<file path="src/rtl/fir_out_fifo_if.sv">
// Handshake bundle between the DA FIR output stage and its consumer.
// The master side drives samples in and ready back; the slave side is the FIFO.
interface fir_out_fifo_if #(
  parameter int IN_W  = 10,
  parameter int OUT_W = 8,
  parameter int DEPTH = 8
);
  localparam int CW = $clog2(DEPTH) + 1;

  logic                    in_valid;
  logic signed [IN_W-1:0]  y_in;
  logic                    out_ready;
  logic                    ovf_clr;
  logic                    out_valid;
  logic signed [OUT_W-1:0] out_data;
  logic [CW-1:0]           count;
  logic                    ovf;
  logic                    sat;

  modport master (
    output in_valid, y_in, out_ready, ovf_clr,
    input  out_valid, out_data, count, ovf, sat
  );

  modport slave (
    input  in_valid, y_in, out_ready, ovf_clr,
    output out_valid, out_data, count, ovf, sat
  );
endinterface

</file>
<file path="src/rtl/fir_out_fifo.sv">
// Round/saturate stage plus first-word-fall-through FIFO behind the DA FIR.
// Drops and flags samples on overflow since the filter cannot be stalled.
module fir_out_fifo #(
  parameter int IN_W  = 10,
  parameter int OUT_W = 8,
  parameter int SHIFT = 2,
  parameter int DEPTH = 8
) (
  input  logic         clk,
  input  logic         rst,
  fir_out_fifo_if.slave bus
);
  localparam int AW = $clog2(DEPTH);
  localparam int CW = AW + 1;
  localparam int TW = IN_W + 1;
  localparam logic signed [TW-1:0] HALF    = TW'(2 ** (SHIFT - 1));
  localparam logic signed [TW-1:0] SAT_MAX = TW'(2 ** (OUT_W - 1) - 1);
  localparam logic signed [TW-1:0] SAT_MIN = TW'(-(2 ** (OUT_W - 1)));

  logic signed [TW-1:0]    w_t;
  logic signed [TW-1:0]    w_r;
  logic signed [OUT_W-1:0] w_conv;
  logic                    w_clip;

  // Round half toward +inf, then clip into the output range.
  always_comb begin
    w_t    = {bus.y_in[IN_W-1], bus.y_in} + HALF;
    w_r    = w_t >>> SHIFT;
    w_clip = 1'b1;
    if (w_r > SAT_MAX) begin
      w_conv = SAT_MAX[OUT_W-1:0];
    end else if (w_r < SAT_MIN) begin
      w_conv = SAT_MIN[OUT_W-1:0];
    end else begin
      w_conv = w_r[OUT_W-1:0];
      w_clip = 1'b0;
    end
  end

  logic [AW-1:0]           r_wr_ptr;
  logic [AW-1:0]           r_rd_ptr;
  logic [CW-1:0]           r_count;
  logic signed [OUT_W-1:0] r_mem [DEPTH];
  logic signed [OUT_W-1:0] r_out_data;
  logic                    r_ovf;
  logic                    r_sat;

  logic          w_full;
  logic          w_valid;
  logic          w_pop;
  logic          w_push;
  logic          w_drop;
  logic [AW-1:0] w_rd_next;
  logic [CW-1:0] w_remain;

  assign w_full    = (r_count == CW'(DEPTH));
  assign w_valid   = (r_count != '0);
  assign w_pop     = w_valid & bus.out_ready;
  assign w_push    = bus.in_valid & (~w_full | w_pop);
  assign w_drop    = bus.in_valid & w_full & ~w_pop;
  assign w_rd_next = r_rd_ptr + AW'(w_pop);
  assign w_remain  = r_count - CW'(w_pop);

  always_ff @(posedge clk) begin
    if (w_push && !rst) begin
      r_mem[r_wr_ptr] <= w_conv;
    end
  end

  // Head register: next entry from storage, or the incoming sample when it
  // becomes the only entry; held when the FIFO goes empty.
  always_ff @(posedge clk) begin
    if (rst) begin
      r_out_data <= '0;
    end else if (w_remain != '0) begin
      r_out_data <= r_mem[w_rd_next];
    end else if (w_push) begin
      r_out_data <= w_conv;
    end
  end

  always_ff @(posedge clk) begin
    if (rst) begin
      r_wr_ptr <= '0;
      r_rd_ptr <= '0;
      r_count  <= '0;
      r_ovf    <= 1'b0;
      r_sat    <= 1'b0;
    end else begin
      r_wr_ptr <= r_wr_ptr + AW'(w_push);
      r_rd_ptr <= w_rd_next;
      r_count  <= r_count + CW'(w_push) - CW'(w_pop);
      r_sat    <= w_push & w_clip;
      if (w_drop) begin
        r_ovf <= 1'b1;
      end else if (bus.ovf_clr) begin
        r_ovf <= 1'b0;
      end
    end
  end

  assign bus.out_valid = w_valid;
  assign bus.out_data  = r_out_data;
  assign bus.count     = r_count;
  assign bus.ovf       = r_ovf;
  assign bus.sat       = r_sat;
endmodule

</file>
<file path="src/flat_wrapper.sv">
// flat-port wrapper written by rule: the top's interface ports become plain ports
module fir_out_fifo_flat 
#(
  parameter int IN_W  = 10,
  parameter int OUT_W = 8,
  parameter int SHIFT = 2,
  parameter int DEPTH = 8
)
  (clk, rst, bus_in_valid, bus_y_in, bus_out_ready, bus_ovf_clr, bus_out_valid, bus_out_data, bus_count, bus_ovf, bus_sat);
  fir_out_fifo_if #(.IN_W(IN_W), .OUT_W(OUT_W), .DEPTH(DEPTH)) bus_i ();
  input  logic clk;
  input  logic rst;
  input wire logic [$bits(bus_i.in_valid)-1:0] bus_in_valid;
  input wire logic [$bits(bus_i.y_in)-1:0] bus_y_in;
  input wire logic [$bits(bus_i.out_ready)-1:0] bus_out_ready;
  input wire logic [$bits(bus_i.ovf_clr)-1:0] bus_ovf_clr;
  output wire logic [$bits(bus_i.out_valid)-1:0] bus_out_valid;
  output wire logic [$bits(bus_i.out_data)-1:0] bus_out_data;
  output wire logic [$bits(bus_i.count)-1:0] bus_count;
  output wire logic [$bits(bus_i.ovf)-1:0] bus_ovf;
  output wire logic [$bits(bus_i.sat)-1:0] bus_sat;
  assign bus_i.in_valid = bus_in_valid;
  assign bus_i.y_in = bus_y_in;
  assign bus_i.out_ready = bus_out_ready;
  assign bus_i.ovf_clr = bus_ovf_clr;
  assign bus_out_valid = bus_i.out_valid;
  assign bus_out_data = bus_i.out_data;
  assign bus_count = bus_i.count;
  assign bus_ovf = bus_i.ovf;
  assign bus_sat = bus_i.sat;
  fir_out_fifo #(.IN_W(IN_W), .OUT_W(OUT_W), .SHIFT(SHIFT), .DEPTH(DEPTH)) u_core (.clk(clk), .rst(rst), .bus(bus_i));
endmodule
</file>
<file path="config.mk">
export PLATFORM = sky130hd
export DESIGN_NAME = fir_out_fifo_flat
export DESIGN_NICKNAME = d
export VERILOG_FILES = /design/src/rtl/fir_out_fifo_if.sv /design/src/rtl/fir_out_fifo.sv /design/src/flat_wrapper.sv
export SDC_FILE = /design/constraint.sdc
export NUM_CORES = 1
export LEC_CHECK = 0
export ABC_AREA = 1
export CAP_MARGIN = 20
export CORE_UTILIZATION = 30
export CTS_CLUSTER_SIZE = 8
export DETAILED_ROUTE_END_ITERATION = 8
export SLEW_MARGIN = 20
export SYNTH_ARGS = -nofsm -noshare
export SYNTH_HDL_FRONTEND = slang
export SYNTH_SLANG_ARGS = --single-unit
</file>
<file path="constraint.sdc">
create_clock -name clk -period 2.35 [get_ports clk]
set_input_delay 0.3525 -clock clk [delete_from_list [all_inputs] [get_ports clk]]
set_output_delay 0.3525 -clock clk [all_outputs]
set_load 0.01 [all_outputs]
</file>
# Word level (Yosys, flattened, before mapping)
# Memories as Yosys holds them, arrays and structs flattened.
# Cells that the tools add are included.
word_totals:
  regBits: 20
  mem_bits_rw: 64
  input_bits: 15
  out_inout_bits: 15
  wordCells: 40
  memories: 1
memory_table:
  columns: ["memory", "words", "word_bits", "read_ports", "rd_ports_with_merged_regs", "wr", "line", "rtl"]
  rows:
  - ["u_core.r_mem", 8, 8, 1, 0, 1, "fir_out_fifo.sv:43", "logic signed [OUT_W-1:0] r_mem [DEPTH];"]
classes:
  n_addsub: 6
  magnitude_cmp: 2
  eq_ne: 1
  n_mux: 10
  bitwise: 8
  n_reduce_logical: 6
op_table:
  columns: ["operator", "count"]
  rows:
  - ["8-bit 2-to-1 mux", 4]
  - ["10-bit by 3-bit adder with 11-bit output, second input constant", 1]
  - ["9-bit by 8-bit > comparator with 1-bit output, second input constant", 1]
  - ["9-bit by 8-bit < comparator with 1-bit output, second input constant", 1]
  - ["4-bit nonzero test", 2]
  - ["4-bit by 1-bit subtractor with 4-bit output", 2]
  - ["3-bit by 1-bit adder with 3-bit output", 2]
  - ["1-bit 2-to-1 mux", 6]
  - ["1-bit AND", 5]
  - ["4-bit by 1-bit adder with 4-bit output", 1]
  - ["4-bit equality test, second input constant", 1]
  - ["2-bit nonzero test", 2]
  - ["1-bit inverter", 2]
  - ["1-bit logical AND", 1]
  - ["1-bit logical NOT", 1]
  - ["1-bit OR", 1]

# Depth between registers and ports, before layout
# Gate-level depths: netlist of the first run.
logic_depth:
  word_depth: 7
  depth_mapped: 16
  ltp_nobuf: 15

# Worst setup path after synthesis of the first run
# No wires, ideal clock.
synth_path:
  kind: "reg2reg"
  startpoint: "register u_core.r_count[2] (netlist: u_core.bus.count[2])"
  endpoint: "register u_core.r_out_data[0] (netlist: u_core.bus.out_data[0])"
  setup_time_ns: 0.122
  arrival_ns: 2.302
  required_time_ns: 2.228
  slack_ns: -0.073
  path_stages_with_launch: 16
  path_buffers: 1
  period_less_slack_ns: 2.423
  cell_sequence: "dfxtp_1 inv_2 ha_1 nand2_1 nand2_1 inv_1 ha_1 inv_1 ha_1 nor2_1 nand3_1 nor2_2 nand2_1 buf_4 o21ai_0 a21oi_2"
synth_between:
  elab_chain_len: 5
  elab_cells_between_ends: 12
  classes_between: "add/sub (2); eq/ne (1); mux (1); bitwise (4); reduce/logical (3); memory (1)"
synth_rtl:
  columns: ["item", "line", "rtl"]
  rows:
  - ["start: declaration", "fir_out_fifo.sv:42", "logic [CW-1:0] r_count;"]
  - ["start signal: assignment", "fir_out_fifo.sv:92", "r_count <= r_count + CW'(w_push) - CW'(w_pop);"]
  - ["4-bit nonzero test (*)", "fir_out_fifo.sv:57", "assign w_valid = (r_count != '0);"]
  - ["via bus_out_valid", "flat_wrapper.sv:17", "output wire logic [$bits(bus_i.out_valid)-1:0] bus_out_valid;"]
  - ["1-bit AND (*)", "fir_out_fifo.sv:58", "assign w_pop = w_valid & bus.out_ready;"]
  - ["3-bit by 1-bit adder with 3-bit output, or another cell as far along", "fir_out_fifo.sv:61", "assign w_rd_next = r_rd_ptr + AW'(w_pop);"]
  - ["memory read 8 x 8 bit, or another cell as far along", null, null]
  - ["8-bit 2-to-1 mux or 2-bit nonzero test (tied branches)", null, null]
  - ["end signal: assignment", "fir_out_fifo.sv:76", "r_out_data <= r_mem[w_rd_next];"]
  - ["end signal: assignment", "fir_out_fifo.sv:78", "r_out_data <= w_conv;"]
  - ["end: declaration", "fir_out_fifo.sv:44", "logic signed [OUT_W-1:0] r_out_data;"]
# Mark *: on every way through the listed nets, which the timed path passes. The rest lies on a longest branch.
# A chain may end at the register's enable or synchronous reset.

# Worst setup path in the final report of the first run
layout_path:
  startpoint: "register u_core.r_count[2] (netlist: u_core.bus.count[2])"
  endpoint: "register u_core.r_out_data[2] (netlist: u_core.bus.out_data[2])"
layout_between:
  elab_chain_len: 5
  elab_cells_between_ends: 12
  classes_between: "add/sub (2); eq/ne (1); mux (1); bitwise (4); reduce/logical (3); memory (1)"
layout_rtl:
  columns: ["item", "line"]
  rows:
  - ["4-bit nonzero test or 4-bit equality test (tied branches)", "fir_out_fifo.sv:57, fir_out_fifo.sv:56"]
  - ["1-bit AND or 1-bit inverter (tied branches)", "fir_out_fifo.sv:58, fir_out_fifo.sv:59"]
  - ["3-bit by 1-bit adder with 3-bit output, or another cell as far along", "fir_out_fifo.sv:61"]
  - ["memory read 8 x 8 bit, or another cell as far along", null]
  - ["8-bit 2-to-1 mux or 2-bit nonzero test (tied branches)", null]
# Parallel ways exist; a longest one is shown, timed or not.

==> results of run 1 <==
## kinds of logic (layout without fill, tap and decap cells)
family                     count (synthesis)  in the layout  synth area share (%)
xor gates and xnor gates                   9              9                  2.54
and+or+nand+nor                          194            194                  22.3
DFF                                       84             84                  60.4
adders and majority gates                 14             14                  4.75
AOI/OAI and AO/OA                         32             32                  4.88
buffers and inverters                     47            112                  5.17
## placed cells by master (no fill, tap or decap), types with 3 or more instances in the layout
| cell type | instances |
|---|---|
| sky130_fd_sc_hd__xnor2_1 | 5 |
| sky130_fd_sc_hd__nand3_1 | 55 |
| sky130_fd_sc_hd__a21oi_2 | 3 |
| sky130_fd_sc_hd__o21ai_0 | 11 |
| sky130_fd_sc_hd__inv_6 | 3 |
| sky130_fd_sc_hd__nor2_1 | 36 |
| sky130_fd_sc_hd__clkbuf_16 | 9 |
| sky130_fd_sc_hd__o211ai_1 | 3 |
| sky130_fd_sc_hd__a21oi_1 | 8 |
| sky130_fd_sc_hd__xor2_1 | 3 |
| sky130_fd_sc_hd__nand2_1 | 80 |
| sky130_fd_sc_hd__nand2_2 | 9 |
| sky130_fd_sc_hd__clkdlybuf4s50_1 | 28 |
| sky130_fd_sc_hd__inv_2 | 3 |
| sky130_fd_sc_hd__inv_1 | 30 |
| sky130_fd_sc_hd__o21ai_1 | 4 |
| sky130_fd_sc_hd__edfxtp_1 | 64 |
| sky130_fd_sc_hd__buf_4 | 27 |
| sky130_fd_sc_hd__nor2_2 | 5 |
| sky130_fd_sc_hd__clkinv_2 | 3 |
| sky130_fd_sc_hd__ha_1 | 8 |
| sky130_fd_sc_hd__buf_12 | 4 |
| sky130_fd_sc_hd__dfxtp_1 | 19 |
| sky130_fd_sc_hd__ha_4 | 4 |
## final timing paths
path,cells past startpoint,slack [ps],to,startpoint
min,2,470,u_core.bus.ovf$_SDFFE_PP0P_,u_core.bus.ovf$_SDFFE_PP0P_
min reg2reg,2,470,u_core.bus.ovf$_SDFFE_PP0P_,u_core.bus.ovf$_SDFFE_PP0P_
max reg2reg,16,100,u_core.bus.out_data[2]$_SDFFE_PP0P_,u_core.bus.count[2]$_SDFF_PP0_
max,16,100,u_core.bus.out_data[2]$_SDFFE_PP0P_,u_core.bus.count[2]$_SDFF_PP0_
## layer usage
metal / share of wire (%) / wire length, um
met1: 44 / 3820
met2: 48 / 4140
met3: 7.1 / 612
met4: 1.2 / 101
met5: 0 / 0
## tightest hold or removal path, cell delays in order, from the launching register on
cell and delay (ps):
sky130_fd_sc_hd__dfxtp_1 310, sky130_fd_sc_hd__nand2_1 60, sky130_fd_sc_hd__a21oi_1 60
## metrics by stage
stage          util (%)  setup TNS (ps)  cells
2_1_floorplan         -               0    380
3_3_place_gp       36.9            -511    591
3_5_place_dp       36.9            -701    591
4_1_cts            39.5               0    609
5_1_grt            40.4           -10.4    613
6_report           40.4               0    613
## state kept, by name (all words and copies together), names as in the netlist
name / flops
u_core.bus.out_data: 8
u_core.bus.sat: 1
u_core.bus.count: 4
u_core.r_wr_ptr: 3
u_core.bus.ovf: 1
u_core.r_rd_ptr: 3
u_core.r_mem: 64
## final cells by class
| type | count | area, um^2 |
|---|---|---|
| clock buffers | 9 | 225 |
| clock inverters | 7 | 71.3 |
| fillers | 1147 | 7300 |
| inverters | 34 | 130 |
| multi-input cells | 249 | 1400 |
| flip-flops and latches | 84 | 2320 |
| well taps | 168 | 210 |
| repair buffers | 62 | 601 |
## power breakdown
group	switching, W	leakage (nW)	internal, W
registers	0.0000757	0.739	0.00176
logic	0.00138	1.03	0.00111
clock network	0.000603	0.150	0.000829
## repair_timing
item	in CTS	in global routing
gates cloned	0	0
setup endpoints to repair	6	8
resized for setup	2	23
buffers inserted	2	4
pin swaps	0	6
==> metrics.sh, run 1 <==
RUN_STATUS='finished, final reports clean'
DRC=0
GLOBAL_ROUTE_WIRE_LENGTH_BEFORE_REPAIR_UM=13900
YS_FF_LATCH=84
DIE-AREA_UM2=13300
DRIVE_ABOVE_1_SHARE_PCT=19.3
CTS_ROOT_BUF='sky130_fd_sc_hd__clkbuf_16'
FINALSETUPVIOLCOUNT=0
MEAN_INSTANCE_SIZE_IN_THE_SYNTHESIZED_NETLIST_UM2=10.1
MAXCAPVIOLCOUNT=0
POSTCTSHOLDBUFS=0
DETAILED_PLACE_HPWL_UM=5740
WORST_PATH_MAX_DELAY_CELL='sky130_fd_sc_hd__dfxtp_2'
SYNTH_EDF_COUNT=64
IOPINCOUNT=30
REQ_TIME_CRIT_PATH_PS=2630
FINALHOLDVIOLATIONS=0
REPORT.POWER.TOTAL_W=0.00576
CLKSINKCOUNT=84
DRT-VIAS-PER-INSTANCE=4.51
CLOCK_TREE.BUFFER_DEPTH=2
IO_BUFFERS=28
YOSYS.AREA.TOP_TYPE_SHARE_PCT=50.0
YOSYS-TOP-CELLS-AREA='sky130_fd_sc_hd__edfxtp_1, sky130_fd_sc_hd__dfxtp_1, sky130_fd_sc_hd__nand2_1, sky130_fd_sc_hd__nand3_1, sky130_fd_sc_hd__ha_1'
DIE_HEIGHT_UM=115
CRITICAL_PATH_ARRIVAL_PS=2530
CHIPWIDTH_UM=115
LAYOUT_SETUP_WS_PS=97.6
WORSTSETUPSTARTPOINTTYPE='flop'
SYN-CELL-AREA_UM2=3840
TOP_CELL_TYPE_BY_TOTAL_AREA_AFTER_SYNTHESIS='sky130_fd_sc_hd__edfxtp_1'
H-TREE-DEPTH=3
DRT.ANTENNA.VIOLATING_NETS=0
FP-ROW-COUNT=40
CLKTRANSATPATHREGS_PS=60
INITIAL_CORE_UTILIZATION_PCT=31.4
DRT-WIRELENGTH-PER-CELL_UM=14.2
FIN_AREA_UM2=4960
WORST_PATH_MOST_REPEATED_CELL='sky130_fd_sc_hd__nand2_2'
GRT_PASS1_VIAS=2639
SYNTH_MOST_COMMON_CELL='sky130_fd_sc_hd__nand2_1'
GRTUSAGEMET3_PCT=4.01
FIN_CRIT_SH_PCT=95.8
MAX_SLEW.WORST_PIN.SLEW_PS=428
ANTENNA-DIODE-COUNT=0
FINAL_NETS=469
SYNTH_TOP_FLOP_CELL='sky130_fd_sc_hd__edfxtp_1'
GRT-BUSIEST-LAYER='met2'
TRITONCTS='built'
FLOW.AREA_GROWTH_FROM_SYNTHESIS_PCT=29.0
TIMING.CRITICAL_PATH.CELLS='inv_4, ha_2, nand2_2, nand2_2, inv_2, ha_4, inv_1, ha_4, nor2_2, nand3_2, nor2_4, nand2_2, buf_8, buf_4, buf_4, a21oi_2'
PATH_DELAY_FAMILY='buffers and inverters'
LEAKAGEPOWER_nW=1.92
WL_UM=8680
YOSYS_CELL_TYPES=32
HOLD_PATH_CLASS='flop to flop'
BUFFERING_STAGE_COUNT_ON_THE_WORST_PATH_WITH_INVERTERS_INCLUDED=6
SYNTH_SEQ_AREA_SHARE_PCT=60.4
WORST_SKEW_PAIR.LATE_LATENCY_PS=340
GRT_USE_TOTAL_PCT=14.4
SYNTH_FP_NETS=409
POWER.DENSITY_nW_PER_UM2=1160
IR_DROP_mV=0.628
LAST_WEIGHTED_CONGESTION_VALUE_OF_THE_ROUTABILITY_DRIVEN_PLACER=0.770
MAX_FREQ_GHz=0.444
ASYNC_RESET_FF_SHARE_PCT=0
WORST_SLEW_MARGIN_REL_PCT=71.5
GR-USAGE-MET2_PCT=23.0
PIN_COUNT_OF_THE_BIGGEST_NET_ENTERING_GLOBAL_ROUTING=35
SYNTH.YOSYS.WARNINGS=0
NUM_VIAS=2766
FLOORPLAN_CORE_AREA_UM2=12300
SYNTHCELLS=380
GRT_OVERFLOW_TOTAL=0
FINAL_MAX_SLEW_VIOL_COUNT=0
DRT_ITER0_DRC=229
ANTENNA_FOUND_INITIAL=0
PERIOD_NEEDED_PS=2250
TIMING_WORST_SETUP_PATH_TYPE='flop to flop'
GRT.MET1_USAGE_PCT=18.8
TIMING.CRITICAL_PATH.TO_TYPE='flop'
YOSYS-TOP-CELLS-COUNT='sky130_fd_sc_hd__nand2_1, sky130_fd_sc_hd__edfxtp_1, sky130_fd_sc_hd__nand3_1'
PLACED_AREA_UM2=4530
TIMING.CRITICAL_PATH.FANOUT_MAX=6
TIMING.CLOCK.SKEW_PS=6.02
PRE_CTS_SLACK_PS=-133
FIN_WORST_HOLD_SLACK_PS=470
CTS_BUFFERS=9
FIRST_PASS_ITERS=4
CRITICAL-PATH-MAX-STAGE-DELAY_PS=340
No activity file was read; power rests on OpenSTA's default activity.
==> run 2: changes to the inputs <==
PLACE_DENSITY = 0.48   (was unset)
clock period = 2.55 ns   (was 2.35 ns; I/O delays follow)
==> metrics.sh, run 2 (synthesis results as in run 1) <==
MULTIINPUTGATEAREA_UM2=1390  # -0.36%
IO_BUFFERS=28  # unchanged
INTERNAL_POWER_W=0.00341  # -7.9%
MAX_FLOP_REGISTER='u_core.r_mem'
CLKTRANSATPATHREGS_PS=60  # about the same
CRITICAL-PATH-MAX-STAGE-DELAY_PS=390  # +50 ps
REQ_TIME_CRIT_PATH_PS=2780  # +150 ps
WORST_SKEW_PAIR.LATE_LATENCY_PS=340  # about the same
FINAL_MAX_SLEW_VIOL_COUNT=0  # unchanged
WORSTSETUPSTARTPOINTTYPE='flop'
WORST_PATH_MAX_DELAY_CELL='sky130_fd_sc_hd__ha_1'
SWITCHING_POWER_W=0.00190  # -7.7%
FLOORPLAN_CORE_AREA_UM2=12300  # unchanged
HOLD_STARTPOINT='u_core.bus.ovf$_SDFFE_PP0P_'
DRC=0  # unchanged
ANTENNA-DIODE-COUNT=0  # unchanged
FINALSETUPVIOLCOUNT=0  # unchanged
PLACED_AREA_UM2=4530  # about the same
CRITICAL_PATH_ARRIVAL_PS=2530  # about the same
HOLD_PATH_CLASS='flop to flop'
GRT_PASS1_VIAS=2673  # +1.3%
POWER_FRAC_CLOCK_PCT=24.7  # -0.2 points
CTS_BUFFERS=9  # unchanged
CLOCK_TREE.BUFFER_DEPTH=2  # unchanged
LAST_WEIGHTED_CONGESTION_VALUE_OF_THE_ROUTABILITY_DRIVEN_PLACER=0.773  # +0.34%
FLOW.AREA_GROWTH_FROM_SYNTHESIS_PCT=28.2
MAX_FFS_PER_REGISTER=64  # unchanged
TIMING.CRITICAL_PATH.DEPTH=15  # -1
MOST-COMMON-LAYOUT-CELLS='sky130_fd_sc_hd__nand2_1, sky130_fd_sc_hd__edfxtp_1, sky130_fd_sc_hd__nand3_1, sky130_fd_sc_hd__nor2_1'
BUFFERING_STAGE_COUNT_ON_THE_WORST_PATH_WITH_INVERTERS_INCLUDED=5  # -1
DETAILED_PLACE_HPWL_UM=6100  # +6.2%
LEAKAGEPOWER_nW=1.91  # -0.79%
COMB_POWER_SHARE_PCT=43.5  # +0.2 points
NUM_VIAS=2693  # -2.6%
CLKSINKCOUNT=84  # unchanged
PATH_DELAY_FAMILY='adder cells'
CTS_ROOT_BUF='sky130_fd_sc_hd__clkbuf_16'
MAX_FREQ_GHz=0.436  # -1.8%
REGISTER_AREA_UM2=2320  # about the same
GRT_OVERFLOW_TOTAL=0  # unchanged
H-TREE-DEPTH=3  # unchanged
LAYOUT.FILLER_CELLS=1212  # +5.7%
TIMING.CLOCK.SKEW_PS=8.22  # +2.20 ps
TIMING.CRITICAL_PATH.TO_TYPE='flop'
REG2REG_SETUP_SLACK_PS=260  # +160 ps
PIN_COUNT_OF_THE_BIGGEST_NET_ENTERING_GLOBAL_ROUTING=19  # -46%
TIMING.CRITICAL_PATH.FANOUT_MAX=18  # +12
SWITCHING_SHARE_OF_POWER_PCT=35.8  # +0.049 points
PERIOD_NEEDED_PS=2290  # +41.7 ps
RUN_STATUS='finished, final reports clean'
HOLD_END='u_core.bus.ovf$_SDFFE_PP0P_'
LAYOUT.CELLS.MOST_COMMON='sky130_fd_sc_hd__nand2_1'
DRT-WIRELENGTH-PER-CELL_UM=13.7  # -3.0%
REG2REG_DEPTH=15  # -1
CRITICAL_PATH.REG2REG.STARTPOINT='u_core.bus.count[2]$_SDFF_PP0_'
TIMING_WORST_SETUP_PATH_TYPE='flop to flop'
FIN_WORST_HOLD_SLACK_PS=473  # +2.69 ps
TRITONCTS='built'
CHIPWIDTH_UM=115  # unchanged
FP-ROW-COUNT=40  # unchanged
SEQPWRFRAC_PCT=31.8  # about the same
DRT.ANTENNA.VIOLATING_NETS=0  # unchanged
FIN_AREA_UM2=4930  # -0.63%
TIMING.CRITICAL_PATH.CELLS='inv_2, ha_2, nand2_2, nand2_2, inv_2, buf_4, ha_1, inv_1, buf_12, o21ai_0, nand3_1, nand2_1, nand2_1, nand3_1, nor2_1'
WL_UM=8390  # -3.3%
FIN_CRIT_SH_PCT=90.0  # -5.9 points
DRT-VIAS-PER-INSTANCE=4.41  # -2.3%
FINALHOLDVIOLATIONS=0  # unchanged
DIE-AREA_UM2=13300  # unchanged
SETUP_REPAIR_AFTER_GLOBAL_ROUTING_MISSED_ITS_MARGIN='false'
MAX_SLEW.WORST_PIN.SLEW_PS=409  # -18.4 ps
ANTENNA_FOUND_INITIAL=0  # unchanged
INITIAL_CORE_UTILIZATION_PCT=31.4  # unchanged
HOLD_PATH_DEPTH=2  # unchanged
GLOBAL_ROUTE_WIRE_LENGTH_BEFORE_REPAIR_UM=13900  # +0.30%
DRIVE_ABOVE_1_SHARE_PCT=19.9  # +0.54 points
FINAL_NETS=467  # -0.43%
DIE_HEIGHT_UM=115  # unchanged
IR_DROP_mV=0.526  # -16%
POWER.DENSITY_nW_PER_UM2=1080  # -7.2%
TIMING.RR.END='u_core.bus.out_data[6]$_SDFFE_PP0P_'
DRT_ITER0_DRC=131  # -43%
MAXCAPVIOLCOUNT=0  # unchanged
WORST_SLEW_MARGIN_REL_PCT=72.7  # +1.2 points
IOPINCOUNT=30  # unchanged
GRT_USE_TOTAL_PCT=14.3  # -0.076 points
FIRST_PASS_ITERS=4  # unchanged
[run 2: changes by cell type in the layout (fill, tap and decap cells not counted), moves of 2 or more]
cell / delta
sky130_fd_sc_hd__clkinv_4: +2
sky130_fd_sc_hd__clkinvlp_4: +3
sky130_fd_sc_hd__o21ai_0: +2
sky130_fd_sc_hd__inv_6: -3
sky130_fd_sc_hd__ha_4: -2
sky130_fd_sc_hd__inv_1: -2
sky130_fd_sc_hd__inv_2: +2
sky130_fd_sc_hd__nand3_1: -6
sky130_fd_sc_hd__nand2_2: -2
sky130_fd_sc_hd__nand2_1: +2
sky130_fd_sc_hd__nand3_2: +6
sky130_fd_sc_hd__clkinv_2: -3
sky130_fd_sc_hd__o21ai_1: -2
[run 2: power groups by stage]
stage | Clock [W] | Combinational (W) | Sequential (W)
2_1_floorplan | 0 | 0.00126 | 0.00175
3_3_place_gp | 0 | 0.00215 | 0.00171
3_5_place_dp | 0 | 0.00217 | 0.00172
4_1_cts | 0.00135 | 0.00218 | 0.00169
5_1_grt | 0.00141 | 0.00263 | 0.00170
6_report | 0.00131 | 0.00231 | 0.00169
[run 2: area by class of cell]
class / instances / area share (%)
well taps: 168 / 4.27
multi-input cells: 249 / 28.3
inverters: 34 / 2.67
flip-flops and latches: 84 / 47.2
clock inverters: 6 / 1.50
repair buffers: 60 / 11.5
clock buffers: 10 / 4.65
[run 2: routing by layer]
| layer | vias up | GRT usage (%) | routed length (um) |
|---|---|---|---|
| met5 | - | 0 | 0 |
| met4 | 0 | 5.45 | 135 |
| met3 | 8 | 2.90 | 243 |
| met2 | 38 | 23.6 | 3860 |
| met1 | 1254 | 18.4 | 4150 |
| li1 | 1393 | - | - |
[run 2: worst max-delay path by stage]
| stage | start | end | slack [ps] |
|---|---|---|---|
| 4_1_cts | u_core.bus.count[2]$_SDFF_PP0_ | u_core.bus.out_data[7]$_SDFFE_PP0P_ | 70 |
| 3_5_place_dp | bus_out_ready | u_core.bus.out_data[6]$_SDFFE_PP0P_ | -10 |
| 2_1_floorplan | u_core.bus.count[2]$_SDFF_PP0_ | u_core.bus.out_data[0]$_SDFFE_PP0P_ | 130 |
| 5_1_grt | u_core.bus.count[2]$_SDFF_PP0_ | u_core.bus.out_data[6]$_SDFFE_PP0P_ | 30 |
| 6_report | u_core.bus.count[2]$_SDFF_PP0_ | u_core.bus.out_data[6]$_SDFFE_PP0P_ | 260 |
| 3_3_place_gp | bus_out_ready | u_core.bus.out_data[7]$_SDFFE_PP0P_ | -20 |
[run 2: repair_timing]
action                     in CTS  in global routing
hold buffers                    0                  0
buffers inserted                0                  2
setup endpoints to repair       0                  8
resized for setup               0                 22
[run 2: worst reg2reg max path, delay by kind of cell (launching register included)]
family,cells,cell delay (ps)
fa+ha+maj,2,570
simple gates,7,570
buf+inv,5,540
flops,1,330
compound gates,1,160
[run 2: per-stage QoR]
stage / cells / setup TNS, ps / total power [W] / utilization [%] / setup slack, ps
CTS: 609 / 0 / 0.00522 / 39.4 / 74.4
detailed placement: 593 / -16.7 / 0.00389 / 36.9 / -14.0
global placement: 593 / -18.5 / 0.00387 / 36.9 / -18.5
global route: 611 / 0 / 0.00574 / 40.2 / 30.8
finish: 611 / 0 / 0.00531 / 40.2 / 256
floorplan: 380 / 0 / 0.00301 / - / 127
==> run 3: changes to the inputs <==
ABC_AREA = unset   (was 1)
DONT_BUFFER_PORTS = 1   (was unset)
PLACE_DENSITY = 0.45   (was 0.48)
REMOVE_ABC_BUFFERS = 1   (was unset)
==> metrics.sh, run 3 <==
SWITCHING_SHARE_OF_POWER_PCT=29.3  # -6.4 points
FLOORPLAN_CORE_AREA_UM2=12200  # -0.82%
SYNTH_TOP_FLOP_CELL='sky130_fd_sc_hd__edfxtp_1'
WORST_PATH_MAX_DELAY_CELL='sky130_fd_sc_hd__dfxtp_2'
SEQPWRFRAC_PCT=36.0  # +4.2 points
LAST_WEIGHTED_CONGESTION_VALUE_OF_THE_ROUTABILITY_DRIVEN_PLACER=0.747  # -3.3%
YOSYS_CELL_TYPES=55  # +72%
TIMING.CRITICAL_PATH.CELLS='inv_2, ha_4, nand3_1, and2_4, ha_2, buf_4, ha_2, xor2_2, a2111oi_4, buf_6, nor3_1, a41o_1, a41o_1'
WORST_SLEW_MARGIN_REL_PCT=43.4  # -29 points
FIN_WORST_HOLD_SLACK_PS=117  # -356 ps
FLOW.AREA_GROWTH_FROM_SYNTHESIS_PCT=22.8
FP-ROW-COUNT=40  # unchanged
INTERNAL_POWER_W=0.00338  # -0.89%
GRT_USE_TOTAL_PCT=14.1  # -0.15 points
COMB_POWER_SHARE_PCT=39.4  # -4.1 points
WORSTSETUPSTARTPOINTTYPE='flop'
H-TREE-DEPTH=3  # unchanged
WL_UM=8390  # about the same
MAX_SLEW.WORST_PIN.SLEW_PS=845  # +435 ps
SYNTH_SEQ_AREA_SHARE_PCT=61.4  # +1.0 points
MAXCAPVIOLCOUNT=0  # unchanged
DRT-WIRELENGTH-PER-CELL_UM=17.7  # +29%
SYNTH_EDF_COUNT=64  # unchanged
IO_BUFFERS=0  # -100%
TOP_CELL_TYPE_BY_TOTAL_AREA_AFTER_SYNTHESIS='sky130_fd_sc_hd__edfxtp_1'
REQ_TIME_CRIT_PATH_PS=2780  # about the same
MOST-COMMON-LAYOUT-CELLS='sky130_fd_sc_hd__edfxtp_1, sky130_fd_sc_hd__buf_4, sky130_fd_sc_hd__dfxtp_1, sky130_fd_sc_hd__mux4_2, sky130_fd_sc_hd__nor2_1'
ASYNC_RESET_FF_SHARE_PCT=0  # unchanged
YS_FF_LATCH=84  # unchanged
POWER_FRAC_CLOCK_PCT=24.6  # about the same
DIE-AREA_UM2=13100  # -1.6%
DRIVE_ABOVE_1_SHARE_PCT=32.4  # +12 points
MAX_FFS_PER_REGISTER=64  # unchanged
MAX_FREQ_GHz=0.412  # -5.5%
YOSYS-TOP-CELLS-AREA='sky130_fd_sc_hd__edfxtp_1, sky130_fd_sc_hd__dfxtp_1, sky130_fd_sc_hd__mux4_2, sky130_fd_sc_hd__ha_1, sky130_fd_sc_hd__nor2b_1'
DRC=0  # unchanged
BUFFERING_STAGE_COUNT_ON_THE_WORST_PATH_WITH_INVERTERS_INCLUDED=3  # -2
PRE_CTS_SLACK_PS=-68.8  # -54.8 ps
SYNTH_MOST_COMMON_CELL='sky130_fd_sc_hd__edfxtp_1'
SYN-CELL-AREA_UM2=3780  # -1.7%
CTS_ROOT_BUF='sky130_fd_sc_hd__clkbuf_16'
POSTCTSHOLDBUFS=0  # unchanged
IOPINCOUNT=30  # unchanged
SWITCHING_POWER_W=0.00140  # -26%
ANTENNA_FOUND_INITIAL=0  # unchanged
TIMING.CRITICAL_PATH.TO_TYPE='flop'
PERIOD_NEEDED_PS=2430  # +134 ps
YOSYS-TOP-CELLS-COUNT='sky130_fd_sc_hd__edfxtp_1, sky130_fd_sc_hd__dfxtp_1, sky130_fd_sc_hd__mux4_2'
SYNTH.YOSYS.WARNINGS=0  # unchanged
SYNTHCELLS=257  # -32%
CLKSINKCOUNT=84  # unchanged
GRT_PASS1_VIAS=2279  # -15%
INITIAL_CORE_UTILIZATION_PCT=31.1  # -0.27 points
YOSYS.AREA.TOP_TYPE_SHARE_PCT=50.8  # +0.84 points
FINALSETUPVIOLCOUNT=0  # unchanged
CRITICAL-PATH-MAX-STAGE-DELAY_PS=320  # -70 ps
GRT_OVERFLOW_TOTAL=0  # unchanged
POWER.DENSITY_nW_PER_UM2=1030  # -4.4%
DIE_HEIGHT_UM=114  # -0.82%
LEAKAGEPOWER_nW=1.63  # -15%
DRT-VIAS-PER-INSTANCE=4.75  # +7.7%
TRITONCTS='built'
FINALHOLDVIOLATIONS=0  # unchanged
GLOBAL_ROUTE_WIRE_LENGTH_BEFORE_REPAIR_UM=13100  # -5.8%
WORST_SKEW_PAIR.LATE_LATENCY_PS=330  # about the same
TIMING.CLOCK.SKEW_PS=7.79  # -0.430 ps
MEAN_INSTANCE_SIZE_IN_THE_SYNTHESIZED_NETLIST_UM2=14.7  # +45%
FINAL_NETS=330  # -29%
NUM_VIAS=2250  # -16%
MAX_FLOP_REGISTER='u_core.r_mem'
ANTENNA-DIODE-COUNT=0  # unchanged
LAYOUT_SETUP_WS_PS=121  # -134 ps
PIN_COUNT_OF_THE_BIGGEST_NET_ENTERING_GLOBAL_ROUTING=23  # +4
FINAL_MAX_SLEW_VIOL_COUNT=0  # unchanged
CTS_BUFFERS=9  # unchanged
SETUP_REPAIR_AFTER_GLOBAL_ROUTING_MISSED_ITS_MARGIN='false'
TIMING_WORST_SETUP_PATH_TYPE='flop to flop'
CLKTRANSATPATHREGS_PS=60  # about the same
TIMING.CRITICAL_PATH.FANOUT_MAX=5  # -13
CHIPWIDTH_UM=114  # -0.82%
FIRST_PASS_ITERS=4  # unchanged
DETAILED_PLACE_HPWL_UM=5560  # -8.8%
CRITICAL_PATH_ARRIVAL_PS=2660  # +130 ps
RUN_STATUS='finished, final reports clean'
LAYOUT.CELLS.MOST_COMMON='sky130_fd_sc_hd__edfxtp_1'
FIN_CRIT_SH_PCT=95.2  # +5.3 points
HOLD_PATH_CLASS='primary input to flop'
DRT_ITER0_DRC=88  # -33%
IR_DROP_mV=0.341  # -35%
PATH_DELAY_FAMILY='compound AO/OA/AOI/OAI gates'
CLOCK_TREE.BUFFER_DEPTH=2  # unchanged
DRT.ANTENNA.VIOLATING_NETS=0  # unchanged
==> run 3: cell count changes in the layout (fill, tap and decap cells not counted), sizes merged, moves of 10 or more <==
cell / delta
mux4: +16
nand2: -80
nor2b: +10
clkdlybuf4s50: -28
nand3: -50
buf: +13
nor2: -30
inv: -22
o21ai: -12
==> run 3: power groups by stage <==
| stage | clock network (W) | logic (W) | registers (W) |
|---|---|---|---|
| 6_report | 0.00117 | 0.00188 | 0.00172 |
| 5_1_grt | 0.00126 | 0.00208 | 0.00174 |
| 4_1_cts | 0.00121 | 0.00176 | 0.00173 |
| 3_5_place_dp | 0 | 0.00170 | 0.00175 |
| 3_3_place_gp | 0 | 0.00170 | 0.00175 |
| 2_1_floorplan | 0 | 0.00106 | 0.00174 |
==> run 3: final cells by class <==
class / count / area [um^2]
Fill cell: 1140 / 7520
Inverter: 12 / 45.0
Multi-Input combinational cell: 149 / 1420
Tap cell: 168 / 210
Timing Repair Buffer: 45 / 379
Sequential cell: 84 / 2320
Clock buffer: 13 / 250
Clock inverter: 3 / 15.0
==> run 3: per-layer routing <==
layer | share of wire (%) | GRT usage, %
met1 | 50 | 18.6
met2 | 45 | 22.1
met3 | 3.8 | 3.76
met4 | 1.4 | 5.71
met5 | 0 | 0
==> run 3: metrics by stage <==
step	setup TNS, ps	area, um^2	utilization (%)	std cells	power (W)
floorplan	-3020	3710	-	245	0.00280
global placement	-104	4250	35.0	449	0.00345
detailed placement	-90.0	4250	35.0	449	0.00345
CTS	0	4550	37.4	466	0.00469
global route	0	4640	38.2	474	0.00508
finish	0	4640	38.2	474	0.00478
==> run 3: final timing paths <==
| check | start | to | depth (start not counted) | slack, ps |
|---|---|---|---|---|
| worst max register to register | u_core.bus.count[2]$_SDFF_PP0_ | u_core.bus.out_data[4]$_SDFFE_PP0P_ | 13 | 120 |
| worst min register to register | u_core.bus.ovf$_SDFFE_PP0P_ | u_core.bus.ovf$_SDFFE_PP0P_ | 2 | 510 |
| worst min-delay path | rst | u_core.bus.count[2]$_SDFF_PP0_ | 1 | 120 |
| worst max-delay path | u_core.bus.count[2]$_SDFF_PP0_ | u_core.bus.out_data[4]$_SDFFE_PP0P_ | 13 | 120 |
==> run 3: repair_timing <==
action	CTS	global route
resized for setup	8	6
buffers inserted	1	8
pin swaps	2	3
hold endpoints to repair	0	0
setup endpoints to repair	6	13
==> run 3: cells by family (layout without fill, tap and decap cells) <==
kind of cell               after synthesis  count (layout)  share of synthesized area (%)
AOI/OAI and AO/OA                       41              41                           8.37
xor gates and xnor gates                 6               6                           1.39
adders and majority gates               14              14                           4.83
buffers and inverters                   24              73                           3.11
DFF                                     84              84                           61.4
muxes                                   23              23                           11.5
and+or+nand+nor                         65              65                           9.40
